==> src/rtl/alu_sched_pkg.sv <==
// Shared types and constants for the round-robin ALU scheduler.
package alu_sched_pkg;

   localparam int unsigned DATA_W = 8;
   localparam int unsigned OP_W   = 3;

   typedef enum logic [2:0] {
      ADD  = 3'b000,
      SUB  = 3'b001,
      AND  = 3'b010,
      OR   = 3'b011,
      XOR  = 3'b100,
      ADD2 = 3'b101,
      XOR2 = 3'b110,
      SHR  = 3'b111
   } op_e;

   typedef enum logic [1:0] {
      IDLE = 2'd0,
      EXEC = 2'd1,
      RESP = 2'd2
   } state_e;

   // Operation captured from the granted requester
   typedef struct packed {
      op_e               op;
      logic [DATA_W-1:0] a;
      logic [DATA_W-1:0] b;
   } alu_req_t;

endpackage

==> src/rtl/alu_sched_alu_core.sv <==
// Combinational 8-bit ALU shared by all requesters; result wraps modulo 256.
module alu_core
   import alu_sched_pkg::*;
(
   input  op_e               op_i,
   input  logic [DATA_W-1:0] a_i,
   input  logic [DATA_W-1:0] b_i,
   output logic [DATA_W-1:0] result_c_o,
   output logic              zero_c_o
);

   always_comb begin
      result_c_o = '0;
      case (op_i)
         ADD, ADD2: result_c_o = a_i + b_i;
         SUB:       result_c_o = a_i - b_i;
         AND:       result_c_o = a_i & b_i;
         OR:        result_c_o = a_i | b_i;
         XOR, XOR2: result_c_o = a_i ^ b_i;
         SHR:       result_c_o = a_i >> 1;
         default:   result_c_o = '0;
      endcase
   end

   assign zero_c_o = (result_c_o == '0);

endmodule

==> src/rtl/alu_sched.sv <==
// Round-robin scheduler sharing one registered ALU stage between NUM_REQ requesters.
// Optional ALU_SCHED_STATS_EN adds a saturating 16-bit completed-operation counter (op_count).
module alu_sched #(
   parameter int unsigned NUM_REQ = 4,
   parameter int unsigned DATA_W  = alu_sched_pkg::DATA_W
) (
   input  logic                         clk,
   input  logic                         rst,
   input  logic [NUM_REQ-1:0]           req_valid,
   output logic [NUM_REQ-1:0]           req_ready,
   input  logic [NUM_REQ*DATA_W-1:0]    req_a,
   input  logic [NUM_REQ*DATA_W-1:0]    req_b,
   input  logic [NUM_REQ*3-1:0]         req_op,
   output logic                         rsp_valid,
   input  logic                         rsp_ready,
   output logic [$clog2(NUM_REQ)-1:0]   rsp_id,
   output logic [DATA_W-1:0]            rsp_result,
   output logic                         rsp_zero
`ifdef ALU_SCHED_STATS_EN
   ,
   output logic [15:0]                  op_count
`endif
);

   import alu_sched_pkg::*;

   localparam int unsigned ID_W = $clog2(NUM_REQ);

   state_e            state_q, state_d;
   alu_req_t          op_q;
   logic [ID_W-1:0]   gnt_c, gnt_q, rr_ptr_q, idx_c;
   logic              gnt_found_c, hs_c;
   logic [DATA_W-1:0] alu_result_c;
   logic              alu_zero_c;
   logic              rsp_valid_q, rsp_zero_q;
   logic [ID_W-1:0]   rsp_id_q;
   logic [DATA_W-1:0] rsp_result_q;

   // First valid requester at or after rr_ptr, wrapping around
   always_comb begin
      gnt_found_c = 1'b0;
      gnt_c       = '0;
      idx_c       = '0;
      for (int unsigned k = 0; k < NUM_REQ; k++) begin
         idx_c = ID_W'((32'(rr_ptr_q) + k) % NUM_REQ);
         if (!gnt_found_c && req_valid[idx_c]) begin
            gnt_found_c = 1'b1;
            gnt_c       = idx_c;
         end
      end
   end

   always_ff @(posedge clk or posedge rst) begin
      if (rst) state_q <= IDLE;
      else     state_q <= state_d;
   end

   // Grant is only offered from IDLE and never while reset is applied
   always_comb begin
      state_d   = state_q;
      req_ready = '0;
      hs_c      = 1'b0;
      case (state_q)
         IDLE: begin
            if (gnt_found_c && !rst) begin
               req_ready[gnt_c] = 1'b1;
               hs_c             = 1'b1;
               state_d          = EXEC;
            end
         end
         EXEC:    state_d = RESP;
         RESP:    if (rsp_ready) state_d = IDLE;
         default: state_d = IDLE;
      endcase
   end

   always_ff @(posedge clk or posedge rst) begin
      if (rst) begin
         op_q         <= '0;
         gnt_q        <= '0;
         rr_ptr_q     <= '0;
         rsp_valid_q  <= 1'b0;
         rsp_id_q     <= '0;
         rsp_result_q <= '0;
         rsp_zero_q   <= 1'b0;
      end else begin
         if (hs_c) begin
            op_q.op <= op_e'(req_op[32'(gnt_c)*OP_W +: OP_W]);
            op_q.a  <= req_a[32'(gnt_c)*DATA_W +: DATA_W];
            op_q.b  <= req_b[32'(gnt_c)*DATA_W +: DATA_W];
            gnt_q   <= gnt_c;
         end
         if (state_q == EXEC) begin
            rsp_valid_q  <= 1'b1;
            rsp_id_q     <= gnt_q;
            rsp_result_q <= alu_result_c;
            rsp_zero_q   <= alu_zero_c;
         end
         if (state_q == RESP && rsp_ready) begin
            rsp_valid_q <= 1'b0;
            rr_ptr_q    <= ID_W'((32'(gnt_q) + 1) % NUM_REQ);
         end
      end
   end

   alu_core u_alu_core (
      .op_i       (op_q.op),
      .a_i        (op_q.a),
      .b_i        (op_q.b),
      .result_c_o (alu_result_c),
      .zero_c_o   (alu_zero_c)
   );

   assign rsp_valid  = rsp_valid_q;
   assign rsp_id     = rsp_id_q;
   assign rsp_result = rsp_result_q;
   assign rsp_zero   = rsp_zero_q;

`ifdef ALU_SCHED_STATS_EN
   logic [15:0] op_count_q;

   always_ff @(posedge clk or posedge rst) begin
      if (rst)                                                 op_count_q <= '0;
      else if (rsp_valid_q && rsp_ready && op_count_q != 16'hFFFF) op_count_q <= op_count_q + 16'd1;
   end

   assign op_count = op_count_q;
`endif

endmodule

==> config.mk <==
export PLATFORM = sky130hd
export DESIGN_NAME = alu_sched
export DESIGN_NICKNAME = d
export VERILOG_FILES = /design/src/rtl/alu_sched_pkg.sv /design/src/rtl/alu_sched_alu_core.sv /design/src/rtl/alu_sched.sv
export SDC_FILE = /design/constraint.sdc
export NUM_CORES = 1
export LEC_CHECK = 0
export CAP_MARGIN = 10
export CORE_MARGIN = 5
export CORE_UTILIZATION = 47
export DETAILED_ROUTE_END_ITERATION = 6
export HOLD_SLACK_MARGIN = 0.05
export PLACE_DENSITY = 0.8
export SLEW_MARGIN = 20
export SYNTH_ARGS = -nofsm -noshare
export SYNTH_HDL_FRONTEND = slang
export SYNTH_HIERARCHICAL = 1
export SYNTH_SLANG_ARGS = --single-unit
==> constraint.sdc <==
create_clock -name clk -period 3.81 [get_ports clk]
set_clock_uncertainty 0.15 [all_clocks]
set_input_delay 0.762 -clock clk [delete_from_list [all_inputs] [get_ports clk]]
set_output_delay 0.762 -clock clk [all_outputs]
set_load 0.1 [all_outputs]
==> run metrics <==
status=finished, final reports clean; Antenna Violating Nets Remaining=0; worst hold endpoint=rsp_valid; GP Congestion=0.853; P_sw=0.00213 W; fin cells=roughly 490; Post-Syn Nets=around 420; Final Cell Area=4310 um^2; Lkg Pwr=1.84 nW; vias in the first global route=between 2000 and 3000; WHS Path Cells=1; Max stage delay on crit path=0.46 ns; ys flop type=dfrtp_1; cts repair resizes=0; Crit Reg-Reg Startpoint=op_q[0]; Reg power frac=19.0%; dpl cells=484; Die Area=approximately 8300 um^2; Die X=91.3 um; internal power=0.00202 W; Arr. time, crit path=2.55 ns; Final min period=3.46 ns; slowest library cell on the worst path=clkdlybuf4s50_1; Seq/Total Area, Yosys=between 20 and 30%; crit-path cells=clkdlybuf4s50_1 -> nor2b_1 -> a211o_1 -> a21oi_4 -> nor3b_2 -> buf_12; Rows=29; initial cell density of the core=48.7%; final worst slack=about 0.35 ns; Avg Inst Size Synth=9.87 um^2; Nets=roughly 520; global-route wire length before repair=13600 um; final setup fails=0; DRC=0; Ys Warns=6; clock sinks=37; crit end category=output pin; # diodes=0; total negative slack=0 ns; R2R cell count=11; post-detail-place hpwl=6660 um; Routed WL per cell=16.9 um; post-layout util=67.5%; largest net degree at the start of global routing=38; Overflow after GRT=0; register area=926 um^2; FFs w/ async S/R, synth=100%; Worst-Margin Slew=1.04 ns; combinational power share=a little over 70%; share of cells above drive strength 1=14.9%; FF-to-FF setup slack=0.61 ns; clk buf depth=2; Synth Cell Area=3110 um^2; Max Cap Viol=0; Sw Share=51.3%; Hold-fix buffers, CTS=0; CTS tree=done; Initial DRC Count=127; vias per cell=5.69; Max H-tree Level=2; GRT Total Usage=19.8%; Clock transition at path regs=0.08 ns; Worst-Skew Late Latency=roughly 0.30 ns; Final Hold Viols=0; Setup CP Type=input pin to output pin; Slew Limit Headroom=a little over 30%; Chip Height=a little over 90 um; Tcrit/Tclk final=90.8%; hold_sp=rsp_valid; startpoint types=input pin; placed cell areas=4200 um^2; Unique masters post-synth=54; core area=6390 um^2; Root Driver=clkbuf_8; pre-CTS setup slack=0.344 ns; r2r endpoint=rsp_zero; I/O pins=99; area of the multi-input gates=1990 um^2; Fillers=500; RSZ-0062 raised after global routing=no; CTS buffer count=5; Slew Limit Fails=0; Port Buffers=98; worst hold path class=flip-flop to flip-flop; Yosys reg bits=37; Post-CTS Repair Setup Buffers=0; Power Density=roughly 960 nW/um^2; Pre-antenna DRT Iters=5; Max IR drop VDD=around 0.00083 V; number of enable flip-flop cells after synthesis=0; Crit Path Max Fanout=9; clock share of power=8.3%; initial antenna violation count=0; Area Growth Syn to Fin=38.6%; WL final=between 8000 and 9000 um; Vias=2798; cell count after synthesis=315; CP required=slightly below 3 ns; Max Clock Freq=0.289 GHz
cells by family after synthesis:
kind of cell             Yosys count  share of synthesized area (%)
AO/OA/AOI/OAI                     67                           18.6
flip-flops                        37                           29.8
AND/OR/NAND/NOR                   81                           13.4
adder cells (fa/ha/maj)           25                           10.3
XOR/XNOR                          13                           3.66
multiplexers                      53                           17.6
buffers and inverters             39                           6.56
state kept, by name, summed over array words and instances, names as in the netlist:
| signal | count |
|---|---|
| gnt_q | 2 |
| op_q | 19 |
| rr_ptr_q | 2 |
| rsp_id | 2 |
| rsp_result | 8 |
| rsp_valid | 1 |
| rsp_zero | 1 |
| state_q | 2 |
Yosys cell counts (all sizes together) (2+ instances only):
master / n / area share [%]
mux2i: 39 / 13
dfrtp: 37 / 30
nand2: 33 / 4.2
ha: 24 / 9.7
inv: 23 / 2.8
o221ai: 20 / 8.5
nor2: 16 / 2.0
mux2: 14 / 5.1
o21ai: 13 / 2.1
buf: 12 / 3.3
xnor2: 12 / 3.4
a21oi: 9 / 1.8
nor2b: 6 / 1.2
nor3b: 5 / 1.4
a22oi: 4 / 0.97
nand2b: 4 / 0.81
nor4: 4 / 1.0
o22ai: 4 / 0.81
and3: 3 / 0.76
clkbuf: 3 / 0.36
a211oi: 2 / 0.48
a221o: 2 / 0.64
a31oi: 2 / 0.40
nor3: 2 / 0.32
o211ai: 2 / 0.48
or2: 2 / 0.40
or3: 2 / 0.40
power by group through the flow:
stage | registers (W) | logic, W | clock network [W]
6_report | 0.000789 | 0.00302 | 0.000344
5_1_grt | 0.000813 | 0.00329 | 0.000366
4_1_cts | 0.000788 | 0.00301 | 0.000350
3_5_place_dp | 0.000794 | 0.00299 | 0
3_3_place_gp | 0.000788 | 0.00291 | 0
2_1_floorplan | 0.00117 | 0.00192 | 0
layer usage:
metal | share of wire [%] | wire length (um) | track usage [%] | vias to the layer above
met4 | 2.1 | 172 | 6.23 | 0
met3 | 7.8 | 652 | 4.46 | 19
met1 | 41 | 3450 | 26.0 | 1299
met2 | 49 | 4050 | 32.3 | 134
li1 | - | - | - | 1346
met5 | 0 | 0 | 0 | -
cell usage in the layout (no fill, tap or decap), drive strengths merged, types with 2 or more instances in the layout:
cell type	count
a221o	2
o221ai	20
a22oi	4
nor2	16
or2	2
mux2i	39
o22ai	4
nand2	33
a21oi	9
nor3	2
a31oi	2
buf	13
o211ai	2
clkdlybuf4s50	94
a211oi	2
dfrtp	37
inv	24
nand2b	4
clkinv	2
nor2b	6
o21ai	13
nor3b	5
clkbuf	5
and3	3
or3	2
ha	24
xnor2	12
mux2	14
nor4	4
worst max-delay path: cells and delay by family:
| family | cells | cell delay (ns) |
|---|---|---|
| buf+inv | 2 | 0.67 |
| compound gates | 2 | 0.63 |
| simple gates | 2 | 0.47 |
stage by stage:
step	hold WS, ns	power, W
after floorplan	0.334	0.00309
after global placement	0.327	0.00370
after detailed placement	0.333	0.00378
after CTS	0.353	0.00414
after global routing	0.377	0.00446
final	0.347	0.00415
area by class of cell:
cell class              instances  share of cell area (%)
inverters                      24                    2.12
clock inverters                 3                    1.02
clock buffers                   5                    1.60
flip-flops and latches         37                    21.5
well taps                      77                    2.24
multi-input cells             239                    46.3
repair buffers                107                    25.3
worst max-delay path by stage:
| stage | to | start | cells past startpoint |
|---|---|---|---|
| final | req_ready[3] | req_valid[0] | 6 |
| after global routing | req_ready[3] | req_valid[0] | 6 |
| after CTS | req_ready[3] | req_valid[0] | 6 |
| after detailed placement | req_ready[3] | req_valid[0] | 6 |
| after global placement | req_ready[3] | req_valid[1] | 6 |
| after floorplan | req_ready[3] | req_valid[0] | 5 |
No activity file was read; power rests on OpenSTA's default activity.
